**src/rtl/gray_fifo_read_tracker_if.sv**
```systemverilog
// Read-side FIFO link: remote Gray write pointer in, local read pointer,
// occupancy/status and the dequeue/flush handshakes out.
interface gray_fifo_read_tracker_if #(
    parameter int width = 10
);
    logic [width-1:0] wrGray;
    logic             deq__ENA;
    logic             deq__RDY;
    logic             flush__ENA;
    logic             flush__RDY;
    logic [width-2:0] rdAddr;
    logic [width-1:0] rdGray;
    logic [width-1:0] count;
    logic             empty;
    logic             full;
    logic             error;

    modport master (
        output wrGray, deq__ENA, flush__ENA,
        input  deq__RDY, flush__RDY, rdAddr, rdGray, count, empty, full, error
    );

    modport slave (
        input  wrGray, deq__ENA, flush__ENA,
        output deq__RDY, flush__RDY, rdAddr, rdGray, count, empty, full, error
    );
endinterface

```
**src/rtl/gray_fifo_read_tracker.sv**
```systemverilog
// Read-side end of a Gray-pointer FIFO: decodes the synchronised remote write
// pointer, owns the local read pointer and reports occupancy and protocol errors.
module gray_fifo_read_tracker #(
    parameter int width = 10
) (
    input  logic                     CLK,
    input  logic                     RST,
    gray_fifo_read_tracker_if.slave  ifc
);
    // Occupancy of a completely full FIFO; the wrap bit alone set.
    localparam logic [width-1:0] DEPTH = {1'b1, {(width-1){1'b0}}};

    function automatic logic [width-1:0] gray2bin(input logic [width-1:0] g);
        logic [width-1:0] b;
        b[width-1] = g[width-1];
        for (int i = width - 2; i >= 0; i--) begin
            b[i] = b[i+1] ^ g[i];
        end
        return b;
    endfunction

    function automatic logic [width-1:0] bin2gray(input logic [width-1:0] b);
        return b ^ (b >> 1);
    endfunction

    logic [width-1:0] wr_bin_q, wr_bin_d;
    logic [width-1:0] rd_bin_q, rd_bin_d;
    logic [width-1:0] rd_gray_q, rd_gray_d;
    logic             error_q, error_d;

    logic [width-1:0] count;
    logic [width-1:0] rd_bin_inc;
    logic             empty;
    logic             deq_fire;
    logic             underflow;
    logic             overflow;

    // Status is derived purely from registered pointers.
    always_comb begin
        count      = wr_bin_q - rd_bin_q;
        empty      = (count == '0);
        rd_bin_inc = rd_bin_q + width'(1);
        deq_fire   = ifc.deq__ENA & ~empty;
        underflow  = ifc.deq__ENA & empty;
        overflow   = (count > DEPTH);
    end

    always_comb begin
        wr_bin_d  = gray2bin(ifc.wrGray);
        rd_bin_d  = rd_bin_q;
        rd_gray_d = rd_gray_q;
        error_d   = error_q | underflow | overflow;
        // Flush jumps straight to the freshly decoded write pointer and
        // swallows any simultaneous dequeue.
        if (ifc.flush__ENA) begin
            rd_bin_d  = wr_bin_d;
            rd_gray_d = ifc.wrGray;
        end else if (deq_fire) begin
            rd_bin_d  = rd_bin_inc;
            rd_gray_d = bin2gray(rd_bin_inc);
        end
    end

    always_ff @(posedge CLK) begin
        if (RST) begin
            wr_bin_q  <= '0;
            rd_bin_q  <= '0;
            rd_gray_q <= '0;
            error_q   <= 1'b0;
        end else begin
            wr_bin_q  <= wr_bin_d;
            rd_bin_q  <= rd_bin_d;
            rd_gray_q <= rd_gray_d;
            error_q   <= error_d;
        end
    end

    assign ifc.count      = count;
    assign ifc.empty      = empty;
    assign ifc.full       = (count == DEPTH);
    assign ifc.deq__RDY   = ~empty;
    assign ifc.flush__RDY = 1'b1;
    assign ifc.rdAddr     = rd_bin_q[width-2:0];
    assign ifc.rdGray     = rd_gray_q;
    assign ifc.error      = error_q;
endmodule

```
**src/flat_wrapper.sv**
```systemverilog
// flat-port wrapper written by rule: the top's interface ports become plain ports
module gray_fifo_read_tracker_flat 
#(
    parameter int width = 10
)
  (CLK, RST, ifc_wrGray, ifc_deq__ENA, ifc_flush__ENA, ifc_deq__RDY, ifc_flush__RDY, ifc_rdAddr, ifc_rdGray, ifc_count, ifc_empty, ifc_full, ifc_error);
  gray_fifo_read_tracker_if #(.width(width)) ifc_i ();
  input  logic CLK;
  input  logic RST;
  input wire logic [$bits(ifc_i.wrGray)-1:0] ifc_wrGray;
  input wire logic [$bits(ifc_i.deq__ENA)-1:0] ifc_deq__ENA;
  input wire logic [$bits(ifc_i.flush__ENA)-1:0] ifc_flush__ENA;
  output wire logic [$bits(ifc_i.deq__RDY)-1:0] ifc_deq__RDY;
  output wire logic [$bits(ifc_i.flush__RDY)-1:0] ifc_flush__RDY;
  output wire logic [$bits(ifc_i.rdAddr)-1:0] ifc_rdAddr;
  output wire logic [$bits(ifc_i.rdGray)-1:0] ifc_rdGray;
  output wire logic [$bits(ifc_i.count)-1:0] ifc_count;
  output wire logic [$bits(ifc_i.empty)-1:0] ifc_empty;
  output wire logic [$bits(ifc_i.full)-1:0] ifc_full;
  output wire logic [$bits(ifc_i.error)-1:0] ifc_error;
  assign ifc_i.wrGray = ifc_wrGray;
  assign ifc_i.deq__ENA = ifc_deq__ENA;
  assign ifc_i.flush__ENA = ifc_flush__ENA;
  assign ifc_deq__RDY = ifc_i.deq__RDY;
  assign ifc_flush__RDY = ifc_i.flush__RDY;
  assign ifc_rdAddr = ifc_i.rdAddr;
  assign ifc_rdGray = ifc_i.rdGray;
  assign ifc_count = ifc_i.count;
  assign ifc_empty = ifc_i.empty;
  assign ifc_full = ifc_i.full;
  assign ifc_error = ifc_i.error;
  gray_fifo_read_tracker #(.width(width)) u_core (.CLK(CLK), .RST(RST), .ifc(ifc_i));
endmodule
```
**config.mk**
```make
export PLATFORM = sky130hd
export DESIGN_NAME = gray_fifo_read_tracker_flat
export DESIGN_NICKNAME = d
export VERILOG_FILES = /design/src/rtl/gray_fifo_read_tracker_if.sv /design/src/rtl/gray_fifo_read_tracker.sv /design/src/flat_wrapper.sv
export SDC_FILE = /design/constraint.sdc
export NUM_CORES = 1
export LEC_CHECK = 0
export CAP_MARGIN = 20
export CORE_MARGIN = 2
export CORE_UTILIZATION = 35
export DETAILED_ROUTE_END_ITERATION = 12
export SYNTH_ARGS = -nofsm -noshare
export SYNTH_HDL_FRONTEND = slang
export SYNTH_SLANG_ARGS = --single-unit
```
**constraint.sdc**
```tcl
create_clock -name CLK -period 6.9 [get_ports CLK]
set_input_delay 1.38 -clock CLK [delete_from_list [all_inputs] [get_ports CLK]]
set_output_delay 1.38 -clock CLK [all_outputs]
set_load 0.1 [all_outputs]
```
# --- Word-level counts from Yosys, hierarchy flattened ---
# Cells that the tools add are included.
op_classes:
  reduce_logical: 2
  div: 0
  bitwise_logic: 15
  magnitude_cmp: 1
  shifts: 0
  n_eq_ne: 1
  addsub: 2
  mul: 0
  muxes: 4
ops:
  columns: ["cell", "n"]
  rows:
  - ["$mux W10", 4]
  - ["$add A10 B1 Y10 const B", 1]
  - ["$eq A10 B10 Y1 const B", 1]
  - ["$gt A10 B10 Y1 const B", 1]
  - ["$logic_not A10 Y1", 1]
  - ["$sub A10 B10 Y10", 1]
  - ["$xor A10 B9 Y10", 1]
  - ["$xor A1 B1 Y1", 9]
  - ["$and A1 B1 Y1", 2]
  - ["$or A1 B1 Y1", 2]
  - ["$reduce_bool A2 Y1", 1]
  - ["$not A1 Y1", 1]
word_totals:
  n_memories: 0
  romBits: 0
  ff_bits: 31
  ram_bits: 0
  output_inout_bits: 34
  wordCells: 29
  in_bits: 14
  latch_bits: 0

# --- Longest topological paths before layout ---
logic_depth:
  ltp_word: 10
  depth_mapped: 13
  ltp_nobuf: 13

# --- Worst setup path before layout ---
# No wires, ideal clock.
synth_timing:
  path_kind: "register to output"
  start: "reg u_core.rd_bin_q[4]"
  end: "out ifc_deq__RDY"
  path_stages_with_launch: 11
  setup_slack_ns: 0.244
  required_ns: 5.520
  n_path_buf: 1
  arrival_time_ns: 5.276
  path_cell_list: "dfxtp_1 clkbuf_1 inv_1 ha_1 and3b_1 a211oi_1 o211ai_1 nor4b_4 nand4b_4 nor2_2 inv_1"
synth_via:
  elab_chain_cells: 3
synth_rtl:
  columns: ["element", "line", "source"]
  rows:
  - ["start, declared", "gray_fifo_read_tracker.sv:27", "logic [width-1:0] rd_bin_q, rd_bin_d;"]
  - ["start signal, assigned", "gray_fifo_read_tracker.sv:72", "rd_bin_q <= rd_bin_d;"]
  - ["$sub A10 B10 Y10", "gray_fifo_read_tracker.sv:40", "count = wr_bin_q - rd_bin_q;"]
  - ["net ifc_count[5]", "flat_wrapper.sv:17", "output wire logic [$bits(ifc_i.count)-1:0] ifc_count;"]
  - ["$logic_not A10 Y1", "gray_fifo_read_tracker.sv:41", "empty = (count == '0);"]
  - ["net ifc_empty", "flat_wrapper.sv:18", "output wire logic [$bits(ifc_i.empty)-1:0] ifc_empty;"]
  - ["$not A1 Y1", "gray_fifo_read_tracker.sv:81", "assign ifc.deq__RDY = ~empty;"]
  - ["end, declared", "flat_wrapper.sv:13", "output wire logic [$bits(ifc_i.deq__RDY)-1:0] ifc_deq__RDY;"]
# The timed path passes the listed nets, and every way through them passes these cells.

# --- Final worst setup path ---
layout_timing:
  start: "reg u_core.rd_bin_q[0]"
  end: "out ifc_deq__RDY"
layout_via:
  elab_chain_cells: 3
layout_rtl:
  columns: ["element", "line"]
  rows:
  - ["$sub A10 B10 Y10", "gray_fifo_read_tracker.sv:40"]
  - ["$logic_not A10 Y1", "gray_fifo_read_tracker.sv:41"]
  - ["$not A1 Y1", "gray_fifo_read_tracker.sv:81"]
# No other way between the ends.

==> summary.md <==
| Metric | Value |
|---|---|
| Startpoint Class | flop |
| Router iterations before antenna repair | 4 |
| Most common cell on crit path | inv_1 |
| # IOs | between 40 and 50 |
| RD Place Congestion | between 0.8 and 0.9 |
| Cell area after layout | 2800 sq um |
| Met1 usage | between 20% and 30% |
| CTS Root Cell | clkbuf_8 |
| Worst hold slack | about 0.53 ns |
| Initial antenna violation count | 0 |
| Fraction of registers with async set or reset after synthesis | 0% |
| Setup WS pre-CTS | between 1.5 and 2 ns |
| Cell row count | 29 |
| Pin count of the biggest net entering global routing | 35 |
| Cells on Worst Hold Path | 2 |
| Yosys cell types | 64 |
| RSZ-0062 raised after global routing | false |
| Worst-Margin Slew | 0.991 ns |
| PD cells | roughly 400 nW/um^2 |
| First-pass GRT wire length | approximately 9.0 mm |
| Vias in the first global route | 1,917 |
| Final worst setup slack | 1.47 ns |
| Syn Area/Cell | 8.89 sq um |
| Total gr overflow | 0 |
| DR vias/cell | ~5.2 |
| Core area | 6280 sq um |
| CP required | between 5 and 6 ns |
| Die Y | approximately 84 microns |
| Post-synth top area share | about a quarter |
| Worst R2R Path Depth | 11 |
| Worst R2R End | u_core.rd_bin_q[5]$_SDFFE_PP0P_ |
| Total wire length | 5.25 mm |
| Net count of the mapped netlist | roughly 280 |
| Worst-Skew Late Latency | between 0.2 and 0.3 ns |
| Hold path startpoint | u_core.rd_bin_q[8]$_SDFFE_PP0P_ |
| Crit Path Class | reg2out |
| Initial Util | 35.8% |
| Synth cell count leaders | 30 x dfxtp_1, 20 x nor2_1, 20 x xnor2_1 |
| DR DRC count | 0 |
| Critical path fanouts, max | 6 |
| Busiest grt layer | met2 |
| Crit-path cells | ha_1, inv_1, fa_1, a21o_1, and4_4, o41a_1, nor3_1, nand4b_4, nor2_2, inv_1, clkdlybuf4s50_1 |
| Slowest CP cell | clkdlybuf4s50_1 |
| Number of synthesized flops with an enable pin | 0 |
| Synth area leaders | dfxtp_1 27%, xnor2_1 7.8%, ha_1 5.6% |
| Slew margin rel. | roughly a third |
| Crit. End Element | output pin |
| Fin nets | 320 |
| Setup_tns | 0 ns |
| Iteration-0 DRC Markers | 75 |
| Reg2Reg Setup Slack | around 3.2 ns |
| Outcome | complete, no violations |
| Diode count | 0 |
| Detail Route Antenna Nets | 0 |
| Buf/Inv on CP | 3 |
| Post-CTS sizing | 0 |
| GR Util All Layers | 15.6% |
| Max Fclk | approximately 0.18 GHz |
| Post-synthesis cell count | 253 |
| Final worst-path cycle share | roughly 79% |
| Post-Syn Area | 2250 sq um |
| Global routing usage on met3 | under 10% |
| Synth Register Bits | 30 |
| Clk buf depth | 2 |
| Clk_skew | 0.00419 ns |
| HP Class | reg2reg |
| # hold bufs at CTS | 0 |
| Count of input and output buffers | between 40 and 50 |
| Synth area leader | dfxtp_1 |
| Dpl hpwl | between 3 and 4 mm |
| FF-to-FF Start | u_core.rd_bin_q[0]$_SDFFE_PP0P_ |
| Reg clk slew, reported paths | 0.06 ns |
| Vias | approximately 1,900 |
| Share of cells above drive strength 1 | a little over a tenth |
| Tot Pwr | roughly 1100 uW |
| Synth Flop Type | dfxtp_1 |
| Share of synthesized area occupied by flip-flops and latches | approximately a quarter |
| H-tree depth | 2 |
| M2 GR Usage | around a quarter |
| Post-CTS Setup Inserts | 0 |
| Synth Warn # | 0 |
| Crit path time final | 5.43 ns |
| Area of the die | around 7100 sq um |
| Max_cap viols | 0 |
| Maximum VDD drop | roughly 0.37 mV |
| Num CTS Buffers | 5 |
| Static leakage | around 0.0011 uW |
| Avg WL per Cell | roughly 14 microns |
| Area delta synth->final | 24.7% |
| Sink Count | 30 |
| Die W | roughly 84 microns |
| Hold path endpoint | u_core.rd_bin_q[8]$_SDFFE_PP0P_ |
| Cell Area, Placed | ~2700 sq um |
| Worst path max stage delay | 1.17 ns |
| Pins Over Slew Limit | 0 |
| Count leader, synth | dfxtp_1 |
| Arr. time, crit path | 4.05 ns |
| Final setup fails | 0 |
| Final-layout fill cell count | slightly above 600 |
| Delay-heaviest family, CP | buffers and inverters |
| CTS tree | built |
| Hold Fails Final Rpt | 0 |
## tightest hold or removal path: stages, from the launching register on
cell     delay [ns]
dfxtp_1        0.34
o21ai_0        0.08
a31oi_1        0.08
## placed cells by master, fill, tap and decap left out, types with 10 or more instances in the layout
cell type,count
dfxtp_1,30
clkdlybuf4s50_1,46
ha_1,10
nand2_1,18
a21oi_1,12
xnor2_1,20
xor2_1,13
nor2_1,20
inv_1,17
nor3_1,11
## through the flow
step                      utilization [%]  std cells
after floorplan                         -        253
after global placement               43.3        365
after detailed placement             43.3        365
after CTS                            44.6        371
after global routing                 44.6        371
final                                44.6        371
## where the power goes
part | total [uW] | switching [uW] | internal [uW] | leakage (uW)
combinational | 786 | 568 | 219 | 0.000812
clock | 141 | 64.7 | 76.8 | 0.0000431
sequential | 217 | 19.1 | 198 | 0.000250
total | 1140 | 652 | 493 | 0.00110
## how the worst max path moves through the flow
| stage | endpoint | start | cells after the start |
|---|---|---|---|
| floorplan | ifc_deq__RDY | u_core.rd_bin_q[4]$_SDFFE_PP0P_ | 10 |
| global placement | ifc_empty | u_core.rd_bin_q[0]$_SDFFE_PP0P_ | 10 |
| detailed placement | ifc_deq__RDY | u_core.rd_bin_q[0]$_SDFFE_PP0P_ | 11 |
| CTS | ifc_deq__RDY | u_core.rd_bin_q[0]$_SDFFE_PP0P_ | 11 |
| global route | ifc_deq__RDY | u_core.rd_bin_q[0]$_SDFFE_PP0P_ | 11 |
| finish | ifc_deq__RDY | u_core.rd_bin_q[0]$_SDFFE_PP0P_ | 11 |
## kinds of logic after synthesis
logic type	count (synthesis)	synth area share [%]
AOI/OAI and AO/OA	60	22.0
xor gates and xnor gates	36	15.0
adders and majority gates	11	6.46
buffers and inverters	30	7.29
DFF	30	26.7
muxes	7	3.17
other	1	0.167
and+or+nand+nor	78	19.2
## layout make-up
| class | instances | area, sq um | share of cell area [%] |
|---|---|---|---|
| inverter | 17 | 63.8 | 2.28 |
| timing repair buffer | 48 | 475 | 17.0 |
| sequential | 30 | 601 | 21.4 |
| multi-input combinational | 193 | 1480 | 52.9 |
| clock buffer | 6 | 82.6 | 2.95 |
| tap | 77 | 96.3 | 3.44 |
## per-layer routing
| layer | wire length [microns] | part of all wire (%) |
|---|---|---|
| met5 | 0 | 0 |
| met4 | 32 | 0.61 |
| met3 | 263 | 5.0 |
| met2 | 2490 | 47 |
| met1 | 2460 | 47 |
## registers in the layout, indices dropped and copies added, names as in the netlist
| signal | cells |
|---|---|
| u_core.ifc.rdGray | 10 |
| u_core.rd_bin_q | 9 |
| u_core.ifc.error | 1 |
| u_core.wr_bin_q | 10 |
No activity file was read; power rests on OpenSTA's default activity.
